`src/rtl/cpu_run_controller.sv`:
```
// cpu_run_controller
// Generates the single-cycle 'enable' strobe that paces the cpu core.
// Supports halt, free-run at a slow or turbo rate, single-step, and one
// hardware breakpoint on the instruction pointer. Also counts the
// instructions retired, for the display.

module cpu_run_controller #(
  parameter int DIV_WIDTH = 24,
  parameter int SLOW_DIV  = 12_000_000,
  parameter int FAST_DIV  = 12_000
) (
  input  logic       clk,
  input  logic       reset,
  input  logic       run_req,
  input  logic       step_req,
  input  logic       turbo,
  input  logic       bp_enable,
  input  logic [7:0] bp_addr,
  input  logic [7:0] instruction_pointer,
  output logic       cpu_enable,
  output logic [1:0] state,
  output logic       bp_hit,
  output logic [15:0] retire_count
);

  // The prescaler fires when it reaches div-1. These are the terminal counts.
  localparam logic [DIV_WIDTH-1:0] SLOW_LAST = DIV_WIDTH'(SLOW_DIV - 1);
  localparam logic [DIV_WIDTH-1:0] FAST_LAST = DIV_WIDTH'(FAST_DIV - 1);
  localparam logic [DIV_WIDTH-1:0] PRESC_ZERO = {DIV_WIDTH{1'b0}};
  localparam logic [DIV_WIDTH-1:0] PRESC_ONE  = DIV_WIDTH'(1);

  typedef enum logic [1:0] {
    ST_HALT  = 2'd0,
    ST_RUN   = 2'd1,
    ST_STEP  = 2'd2,
    ST_BREAK = 2'd3
  } run_state_t;

  run_state_t           cur_state;
  run_state_t           nxt_state;
  logic [DIV_WIDTH-1:0] prescaler;
  logic [DIV_WIDTH-1:0] nxt_prescaler;
  logic                 skip_bp;
  logic                 nxt_skip_bp;
  logic                 nxt_cpu_enable;
  logic                 nxt_bp_hit;
  logic [DIV_WIDTH-1:0] div_last;
  logic                 div_done;
  logic                 bp_match;

  assign state = cur_state;

  // Rate selection is re-evaluated every cycle. Using >= means that a switch
  // to a shorter period mid-count fires on the next edge instead of wrapping.
  assign div_last = turbo ? FAST_LAST : SLOW_LAST;
  assign div_done = (prescaler >= div_last);

  // skip_bp masks the trap for the first instruction after a resume, so
  // the breakpointed instruction itself executes.
  assign bp_match = bp_enable && (instruction_pointer == bp_addr) && !skip_bp;

  // Next-state and next-output logic for the run/halt/step/break sequencer.
  always_comb begin
    nxt_state      = cur_state;
    nxt_prescaler  = prescaler;
    nxt_skip_bp    = skip_bp;
    nxt_cpu_enable = 1'b0;
    nxt_bp_hit     = 1'b0;

    case (cur_state)
      ST_HALT, ST_BREAK: begin
        // run_req wins over step_req when both arrive together.
        if (run_req) begin
          nxt_state     = ST_RUN;
          nxt_prescaler = PRESC_ZERO;
          nxt_skip_bp   = 1'b1;
        end else if (step_req) begin
          nxt_state      = ST_STEP;
          nxt_cpu_enable = 1'b1;
        end else begin
          nxt_state = cur_state;
        end
      end

      ST_STEP: begin
        // The strobe was issued on entry. Return to HALT after one cycle,
        // ignoring requests and the breakpoint.
        nxt_state = ST_HALT;
      end

      ST_RUN: begin
        if (run_req) begin
          // A halt request beats a strobe due in the same cycle.
          nxt_state     = ST_HALT;
          nxt_prescaler = PRESC_ZERO;
        end else if (div_done) begin
          nxt_prescaler = PRESC_ZERO;
          if (bp_match) begin
            nxt_state  = ST_BREAK;
            nxt_bp_hit = 1'b1;
          end else begin
            nxt_cpu_enable = 1'b1;
            nxt_skip_bp    = 1'b0;
          end
        end else begin
          nxt_prescaler = prescaler + PRESC_ONE;
        end
      end

      default: begin
        nxt_state     = ST_HALT;
        nxt_prescaler = PRESC_ZERO;
      end
    endcase
  end

  // Sequencer state, prescaler and registered strobe outputs.
  always_ff @(posedge clk or posedge reset) begin
    if (reset) begin
      cur_state  <= ST_HALT;
      prescaler  <= PRESC_ZERO;
      skip_bp    <= 1'b0;
      cpu_enable <= 1'b0;
      bp_hit     <= 1'b0;
    end else begin
      cur_state  <= nxt_state;
      prescaler  <= nxt_prescaler;
      skip_bp    <= nxt_skip_bp;
      cpu_enable <= nxt_cpu_enable;
      bp_hit     <= nxt_bp_hit;
    end
  end

  // Retired-instruction counter. It advances once per issued strobe and wraps naturally.
  always_ff @(posedge clk or posedge reset) begin
    if (reset) begin
      retire_count <= 16'h0000;
    end else if (cpu_enable) begin
      retire_count <= retire_count + 16'd1;
    end else begin
      retire_count <= retire_count;
    end
  end

endmodule

```
`config.mk`:
```
export PLATFORM = sky130hd
export DESIGN_NAME = cpu_run_controller
export DESIGN_NICKNAME = d
export VERILOG_FILES = /design/src/rtl/cpu_run_controller.sv
export SDC_FILE = /design/constraint.sdc
export NUM_CORES = 1
export LEC_CHECK = 0
export BUFFER_PORTS_ARGS = -buffer_cell sky130_fd_sc_hd__buf_4
export CAP_MARGIN = 40
export CORE_AREA = 4 4 98 54
export CTS_BUF_LIST = sky130_fd_sc_hd__clkbuf_4 sky130_fd_sc_hd__clkbuf_8 sky130_fd_sc_hd__clkbuf_16
export CTS_CLUSTER_SIZE = 8
export DETAILED_ROUTE_END_ITERATION = 6
export DIE_AREA = 0 0 102 58
export PLACE_DENSITY = 0.8
export SETUP_SLACK_MARGIN = 0.05
export SLEW_MARGIN = 10
export SYNTH_ARGS = -nofsm -noshare
export SYNTH_HDL_FRONTEND = slang
export SYNTH_SLANG_ARGS = --single-unit
```
`constraint.sdc`:
```
create_clock -name clk -period 3.3 [get_ports clk]
set_input_delay 0.33 -clock clk [delete_from_list [all_inputs] [get_ports clk]]
set_output_delay 0.33 -clock clk [all_outputs]
set_load 0.01 [all_outputs]
```
==> results.cfg, run 1 <==
[clocking]
cts_tree = done
htree_levels = 2
ctsResizeCount = 0
cts_setup_buffers = 0
clock_path_buffers = 2
clk_pin_slew_ns = 0.08
cts_inserted_buffers = 5
root_buffer = clkbuf_8
clk_latency_ns = 0.29
cts_sinks = 45

[finish]
multiInputGateArea_um2 = 1400
final_layout_size_suffix_gt1_share_pct = 21.8
ff_latch_area_um2 = 1130
final_cells = 365
area_growth_pct = 20.0
final_cell_area_um2 = 3110
nets = 343
nFillCells = 330
insertedDiodeCount = 0

[synth]
synthCells = 259
synth_top_cell_by_area = dfrtp_1
synth_cell_type_count = 49
synth_compound_area_share_pct = 6.61
synth_area_um2 = 2590
synth.area.top_cells = dfrtp_1 43%, xnor2_1 8.4%, ha_1 6.8%
syn_nets = 295
synth_top_area_share_pct = 43.4
async_flop_share_pct = 100
synthAdderAreaFrac_pct = 6.76
synth_edf_count = 0
synth_top_family_by_area = simple AND/OR/NAND/NOR gates
synth_common_cells = 45 x dfrtp_1, 30 x nor2_1, 25 x xnor2_1, 20 x xor2_1, 18 x nand2_1
synthFlopType = dfrtp_1
avgSynthCellArea_um2 = 10.0
muxShareOfSynthArea_pct = 1.40
synth_xor_area_share_pct = 15.2
yosysMostFrequentCell = dfrtp_1
synth.ff_latch_count = 45
yosys.area_share.simple_pct = 24.1
synth-seq-area-share_pct = 43.4
ys_warn_count = 0

[hold_path]
hold_path_end = state[1]
min_path_cells = 3
hold_start = run_req
hold_class = in -> reg

[floorplanning]
die_height_um = 58
die_area_um2 = 5920
core_um2 = 4340
dieWidth_um = 102
ioPinCount = 42
row_count = 17
start_util_pct = 59.7

[worst_setup_path]
required_ns = 3.48
reg2reg_to = prescaler[21]
slowest_delay_ns = 0.60
crit_chain = inv_1 > ha_1 > mux2i_2 > or4_4 > nor4b_4 > xnor2_1 > nor2_2
critPathMaxFanout = 8
crit_type = reg -> reg
r2r_slack_ns = 0.94
path_depth = 7
crit_path_end_kind = register
path_delay_family = simple AND/OR/NAND/NOR gates
crit_path_start = state[0]
worst_setup_path_start_kind = register
path_buf_inv = 1
reg2reg_depth = 7
r2r-start = state[0]
critical_path_arrival_ns = 2.54
crit_slowest_cell = or4_4

[placed_design]
hpwlAfterDp_mm = 4.04
port-buffer-count = 41
routabilityCongestion = 0.954
place_area_um2 = 2990
dp.cells = 356

[power_and_ir_drop]
p_leak_nw = 1.42
power.density_nw_per_um2 = 496
p_total_mw = 1.54
ir_worst_vdd_mv = 0.401

[timing]
slew_headroom_pct = 56.7
post-route-period-util_pct = 71.5
rsz0062_at_grt = false
timing.fmax_mhz = 424
finalCriticalPeriod_ns = 2.36
tns_ns = 0
setup_viol = 0
fin_skew_ns = 0.00912
worstMarginPinSlew_ns = 0.643
finalMaxSlewViolations = 0
hold_viol = 0

[detailed_routing]
vias_per_cell = 5.62
ant_nets = 0
vias = 2051
drc = 0
drt_iter0_drc = 83
routed_wl_mm = 5.20
first_pass_iters = 4
post_drt_wl_per_cell_um = 14.3

[global_route]
grt_pass1_wl_mm = 9.43
grt_use_met1_pct = 27.5
gr-usage-met3_pct = 5.65
antenna_found_initial = 0
grt_max_degree = 24
grt_pass1_vias = 2114
use_met2_pct = 31.3
grt_usage_pct = 20.1
top_usage_layer = met2
overflow = 0

[job]
cap_violations = 0

[outcome]
status = completed
[through the flow]
step | utilization (%) | setup slack (ns) | hold slack [ns]
2_1_floorplan | - | 1.06 | 0.479
3_3_place_gp | 68.2 | 1.03 | 0.449
3_5_place_dp | 68.8 | 0.954 | 0.226
4_1_cts | 71.7 | 0.948 | 0.345
5_1_grt | 71.7 | 0.823 | 0.347
6_report | 71.7 | 0.942 | 0.356
[kinds of logic after synthesis]
family / Yosys count
and+or+nand+nor: 114
xor gates and xnor gates: 45
DFF: 45
AOI/OAI and AO/OA: 24
buffers and inverters: 14
adders and majority gates: 14
muxes: 3
[placed cells by master (no fill, tap or decap), types with 6 or more instances in the layout]
| master | count |
|---|---|
| nor4_1 | 6 |
| nor3_1 | 11 |
| xor2_1 | 20 |
| buf_4 | 43 |
| inv_1 | 9 |
| nand3_1 | 17 |
| xnor2_1 | 25 |
| nand2_1 | 18 |
| nor2_1 | 30 |
| dfrtp_1 | 45 |
| nand4_1 | 9 |
| ha_1 | 14 |
[report_power, final]
part / total (mW) / leakage (nW) / internal (mW) / switching (mW)
sequential: 0.672 / 0.612 / 0.601 / 0.0710
combinational: 0.452 / 0.748 / 0.197 / 0.255
clock: 0.420 / 0.0588 / 0.236 / 0.184
total: 1.54 / 1.42 / 1.03 / 0.510
[tightest hold or removal path, delay by kind of cell]
kind	cells	cell delay, ns
AO/OA/AOI/OAI	2	0.16
buffers and inverters	1	0.13
[sequential cells by signal, summed over array words and instances (netlist names)]
name          flops
skip_bp           1
bp_hit            1
cpu_enable        1
prescaler        24
state             2
retire_count     16
[layout make-up]
cell class              count  area share, %
flip-flops and latches     45           36.2
repair buffers             45           11.6
inverters                  10           1.21
clock inverters             2           1.25
multi-input cells         200           45.0
well taps                  57           2.29
clock buffers               6           2.45
[timing repair]
item,in CTS,in global routing
hold endpoints to repair,1,0
setup endpoints to repair,0,0
hold buffers,1,0
[how the worst max path moves through the flow]
stage / endpoint / slack (ns)
floorplan: prescaler[21] / 1.06
global placement: prescaler[19] / 1.03
detailed placement: prescaler[21] / 0.95
CTS: prescaler[21] / 0.95
global route: prescaler[19] / 0.82
finish: prescaler[21] / 0.94
[layer usage]
layer	share of wire [%]	routed length (µm)	vias to the layer above
met3	7.2	373	12
met2	44	2290	69
met5	0	0	-
li1	-	-	1017
met1	47	2460	953
met4	1.6	84	0
No activity file was read; power rests on OpenSTA's default activity.
==> run 2, diff against run 1 <==
--- a/config.mk
+++ b/config.mk
@@ -7,12 +7,12 @@
 export LEC_CHECK = 0
 export BUFFER_PORTS_ARGS = -buffer_cell sky130_fd_sc_hd__buf_4
 export CAP_MARGIN = 40
-export CORE_AREA = 4 4 98 54
+export CORE_AREA = 4 4 102 56
 export CTS_BUF_LIST = sky130_fd_sc_hd__clkbuf_4 sky130_fd_sc_hd__clkbuf_8 sky130_fd_sc_hd__clkbuf_16
 export CTS_CLUSTER_SIZE = 8
 export DETAILED_ROUTE_END_ITERATION = 6
-export DIE_AREA = 0 0 102 58
-export PLACE_DENSITY = 0.8
+export DIE_AREA = 0 0 106 60
+export PLACE_DENSITY = 0.75
 export SETUP_SLACK_MARGIN = 0.05
 export SLEW_MARGIN = 10
 export SYNTH_ARGS = -nofsm -noshare
==> constraint.sdc (replaced) <==
create_clock -name clk -period 2.2 [get_ports clk]
set_input_delay 0.22 -clock clk [delete_from_list [all_inputs] [get_ports clk]]
set_output_delay 0.22 -clock clk [all_outputs]
set_load 0.01 [all_outputs]
==> results.cfg, run 2 (synthesis gave the netlist of run 1 again) <==
[timing]
worstMarginPinSlew_ns = 0.558
tns_ns = 0
setup_viol = 0
fin_ws_ns = 0.126
timing.fmax_mhz = 482
post-route-period-util_pct = 94.3
hold_viol = 0
slew_headroom_pct = 62.8
fin_skew_ns = 0.0105
rsz0062_at_grt = true
finalCriticalPeriod_ns = 2.07
finalMaxSlewViolations = 0

[clocking]
cts_inserted_buffers = 5
cts_sinks = 45
root_buffer = clkbuf_8
clk_pin_slew_ns = 0.08
cts_tree = done
clock_path_buffers = 2
clk_latency_ns = 0.30
htree_levels = 2
ctsHoldBuffers = 0

[placed_design]
routabilityCongestion = 0.945
hpwlAfterDp_mm = 4.37
post-place-ws_ns = 0.0543
dp.cells = 376
port-buffer-count = 41

[detailed_routing]
drc = 0
first_pass_iters = 4
routed_wl_mm = 5.81
vias_per_cell = 5.39
vias = 2084
post_drt_wl_per_cell_um = 15.0
ant_nets = 0
drt_iter0_drc = 70

[worst_setup_path]
required_ns = 2.39
crit_type = reg -> reg
crit_path_end_kind = register
worst_setup_path_start_kind = register
path_delay_family = simple AND/OR/NAND/NOR gates
slowest_delay_ns = 0.49
path_buf_inv = 0
crit_slowest_cell = or4_4
critPathMaxFanout = 5
crit_chain = ha_1 > mux2i_2 > or4_4 > nor4b_4 > xnor2_1 > nor2_2
critical_path_arrival_ns = 2.26

[power_and_ir_drop]
ir_worst_vdd_mv = 0.673
power.density_nw_per_um2 = 740
p_leak_nw = 1.47

[finish]
final_cells = 387
insertedDiodeCount = 0
largest-register = prescaler
final_layout_size_suffix_gt1_share_pct = 26.5
final_common_cell = buf_4
area_growth_pct = 23.8
nets = 352
mostFrequentLayoutCells = 54 x buf_4, 45 x dfrtp_1, 30 x nor2_1, 25 x xnor2_1, 20 x xor2_1
largest_reg_flops = 24

[floorplanning]
ioPinCount = 42
die_area_um2 = 6360
dieWidth_um = 106
die_height_um = 60
core_um2 = 4770
start_util_pct = 54.3
row_count = 18

[global_route]
grt_usage_pct = 19.8
overflow = 0
grt_max_degree = 46
grt_pass1_wl_mm = 9.58
grt_pass1_vias = 1949
antenna_found_initial = 0

[job]
cap_violations = 0

[outcome]
status = completed

[hold_path]
hold_class = in -> async
## run 2: changes by cell type in the layout (fill, tap and decap cells not counted), moves of 2 or more
cell and delta:
nor4_2 +2, clkbuf_8 +2, nor4_1 -3, buf_4 +11
## run 2: path summary, 6_finish.rpt
kind	startpoint	endpoint	slack, ns	cells after the start
min	reset	retire_count[0]	0.04	3
max	state[1]	prescaler[21]	0.13	6
max in group asynchronous	reset	prescaler[10]	1.76	3
max reg2reg	state[1]	prescaler[21]	0.13	6
min reg2reg	retire_count[15]	retire_count[15]	0.48	1
min in group clk	run_req	state[1]	0.24	3
## run 2: final cells by class
type                    count  area, µm²
clock buffers               7       96.3
clock inverters             1       5.00
fillers                   391       1570
inverters                  10       37.5
multi-input cells         200       1450
flip-flops and latches     45       1130
well taps                  70       87.6
repair buffers             54        405
## run 2: report_power, final
group / switching [mW] / internal [mW] / leakage (nW)
clock network: 0.275 / 0.284 / 0.0542
logic: 0.449 / 0.366 / 0.802
registers: 0.101 / 0.901 / 0.612
## run 2: metal layers
layer | GRT usage (%) | vias to the layer above | part of all wire (%)
met1 | 29.5 | 981 | 51
met4 | 5.90 | 0 | 1.1
met5 | 0 | - | 0
met2 | 26.5 | 72 | 40
met3 | 7.12 | 7 | 7.8
li1 | - | 1024 | -
## run 2: through the flow
step / instance area [µm²] / util, % / hold slack (ns) / power (mW)
6_report: 3210 / 67.2 / 0.0444 / 2.38
5_1_grt: 3210 / 67.2 / 0.0923 / 2.52
4_1_cts: 3140 / 65.8 / 0.0688 / 2.39
3_5_place_dp: 3040 / 63.7 / 0.403 / 1.82
3_3_place_gp: 3040 / 63.7 / 0.395 / 1.79
2_1_floorplan: 2590 / - / 0.373 / 1.49
## run 2: worst register-to-register path, cell delays in order, from the launching register on
cell and delay (ns):
dfrtp_1 0.44, ha_1 0.36, mux2i_2 0.19, or4_4 0.50, nor4b_4 0.28, xnor2_1 0.16, nor2_2 0.04
## run 2: what timing repair did
item                                    in CTS  in global routing
resized for setup                            0                  7
endpoints found under the setup margin       0                 29
setup buffers                                0                  3
==> run 3, diff against run 2 <==
==> config.mk (replaced) <==
export PLATFORM = sky130hd
export DESIGN_NAME = cpu_run_controller
export DESIGN_NICKNAME = d
export VERILOG_FILES = /design/src/rtl/cpu_run_controller.sv
export SDC_FILE = /design/constraint.sdc
export NUM_CORES = 1
export LEC_CHECK = 0
export BUFFER_PORTS_ARGS = -buffer_cell sky130_fd_sc_hd__buf_2
export CAP_MARGIN = 40
export CORE_AREA = 2 2 100 54
export CTS_CLUSTER_SIZE = 8
export DETAILED_ROUTE_END_ITERATION = 6
export DIE_AREA = 0 0 102 56
export PLACE_DENSITY = 0.75
export SETUP_SLACK_MARGIN = 0.05
export SLEW_MARGIN = 10
export SYNTH_ARGS = -nofsm -noshare
export SYNTH_HDL_FRONTEND = slang
export SYNTH_SLANG_ARGS = --single-unit
==> results.cfg, run 3 (synthesis gave the netlist of run 1 again) <==
[outcome]
status = completed

[global_route]
grt_max_degree = 46
overflow = 0
grt_usage_pct = 21.5
antenna_found_initial = 0
grt_pass1_vias = 1970
grt_pass1_wl_mm = 9.58

[finish]
largest_reg_flops = 24
final_layout_size_suffix_gt1_share_pct = 25.4
final_common_cell = dfrtp_1
area_growth_pct = 19.8
nets = 350
insertedDiodeCount = 0
mostFrequentLayoutCells = 45 x dfrtp_1, 41 x buf_2, 30 x nor2_1, 25 x xnor2_1, 20 x xor2_1
nFillCells = 394
largest-register = prescaler

[clocking]
clk_pin_slew_ns = 0.09
cts_tree = done
clk_latency_ns = 0.30
clock_path_buffers = 2
htree_levels = 2
root_buffer = clkbuf_8
cts_inserted_buffers = 5
cts_sinks = 45
ctsHoldBuffers = 0

[timing]
finalCriticalPeriod_ns = 2.02
fin_ws_ns = 0.184
post-route-period-util_pct = 91.7
setup_viol = 0
timing.fmax_mhz = 496
slew_headroom_pct = 62.3
worstMarginPinSlew_ns = 0.565
holdWs_ns = 0.0251
hold_viol = 0
finalMaxSlewViolations = 0
tns_ns = 0
rsz0062_at_grt = false
fin_skew_ns = 0.0103

[floorplanning]
row_count = 18
die_area_um2 = 5710
start_util_pct = 54.3
dieWidth_um = 102
die_height_um = 56
core_um2 = 4770
ioPinCount = 42

[detailed_routing]
drt_iter0_drc = 79
first_pass_iters = 4
vias = 2070
post_drt_wl_per_cell_um = 14.4
drc = 0
vias_per_cell = 5.38
ant_nets = 0
routed_wl_mm = 5.55

[worst_setup_path]
reg2reg_depth = 8
crit_type = reg -> reg
crit_path_end_kind = register
crit_path_start = prescaler[13]
crit_path_end = prescaler[9]
r2r-start = prescaler[13]
critical_path_arrival_ns = 2.25
reg2reg_to = prescaler[9]
worst_setup_path_start_kind = register
r2r_slack_ns = 0.18
required_ns = 2.43
critPathMaxFanout = 20

[hold_path]
hold_class = in -> async

[power_and_ir_drop]
power.density_nw_per_um2 = 794
ir_worst_vdd_mv = 0.638
p_leak_nw = 1.43

[placed_design]
hpwlAfterDp_mm = 4.19
post-place-ws_ns = 0.0504
port-buffer-count = 41
routabilityCongestion = 0.932

[job]
cap_violations = 0
## run 3: cell count changes in the layout (fill, tap and decap cells not counted), sizes merged
cell and delta:
buf -2, bufinv +1, clkbuf -1, clkinv -1, clkinvlp +1
## run 3: worst min-delay path by stage
stage | to | from | cells after the start | slack [ns]
6_report | retire_count[0] | reset | 3 | 0.03
5_1_grt | bp_hit | reset | 3 | 0.09
4_1_cts | retire_count[0] | reset | 3 | 0.06
3_5_place_dp | bp_hit | reset | 3 | 0.39
3_3_place_gp | bp_hit | reset | 3 | 0.39
2_1_floorplan | state[1] | run_req | 2 | 0.37
## run 3: layer usage
metal	global-route usage (%)	vias to the layer above	part of all wire, %
met1	34.2	971	51
met3	4.52	7	7.0
met5	0	-	0
met2	28.3	66	41
li1	-	1026	-
met4	6.86	0	1.2
## run 3: layout make-up
cell class | instances | area, µm² | share of cell area, %
Clock buffer | 6 | 82.6 | 2.66
Timing Repair Buffer | 52 | 300 | 9.67
Multi-Input combinational cell | 200 | 1440 | 46.2
Tap cell | 70 | 87.6 | 2.82
Sequential cell | 45 | 1130 | 36.2
Inverter | 10 | 37.5 | 1.21
Clock inverter | 2 | 37.5 | 1.21
## run 3: worst max-delay path, stage by stage (launching register included)
cell	delay (ns)
dfrtp_1	0.40
ha_1	0.29
a2111oi_0	0.39
nor3_1	0.10
nor3_2	0.18
buf_4	0.16
a31oi_2	0.12
buf_12	0.19
nor2_1	0.11
## run 3: metrics by stage
step	instance area (µm²)	power, mW	util (%)	std cells
floorplan	2590	1.49	-	259
global placement	2950	1.77	61.8	376
detailed placement	2950	1.79	61.8	376
CTS	3070	2.45	64.3	384
global route	3110	2.62	65.1	385
finish	3110	2.47	65.1	385
## run 3: report_power, final
group	total (mW)	leakage (nW)	switching (mW)	internal [mW]
logic	0.802	0.758	0.438	0.364
clock network	0.663	0.0574	0.293	0.369
registers	1.00	0.612	0.101	0.901
## run 3: timing repair
action                     CTS  global route
setup endpoints to repair    0            25
buffers inserted             0             1
resized for setup            0             4
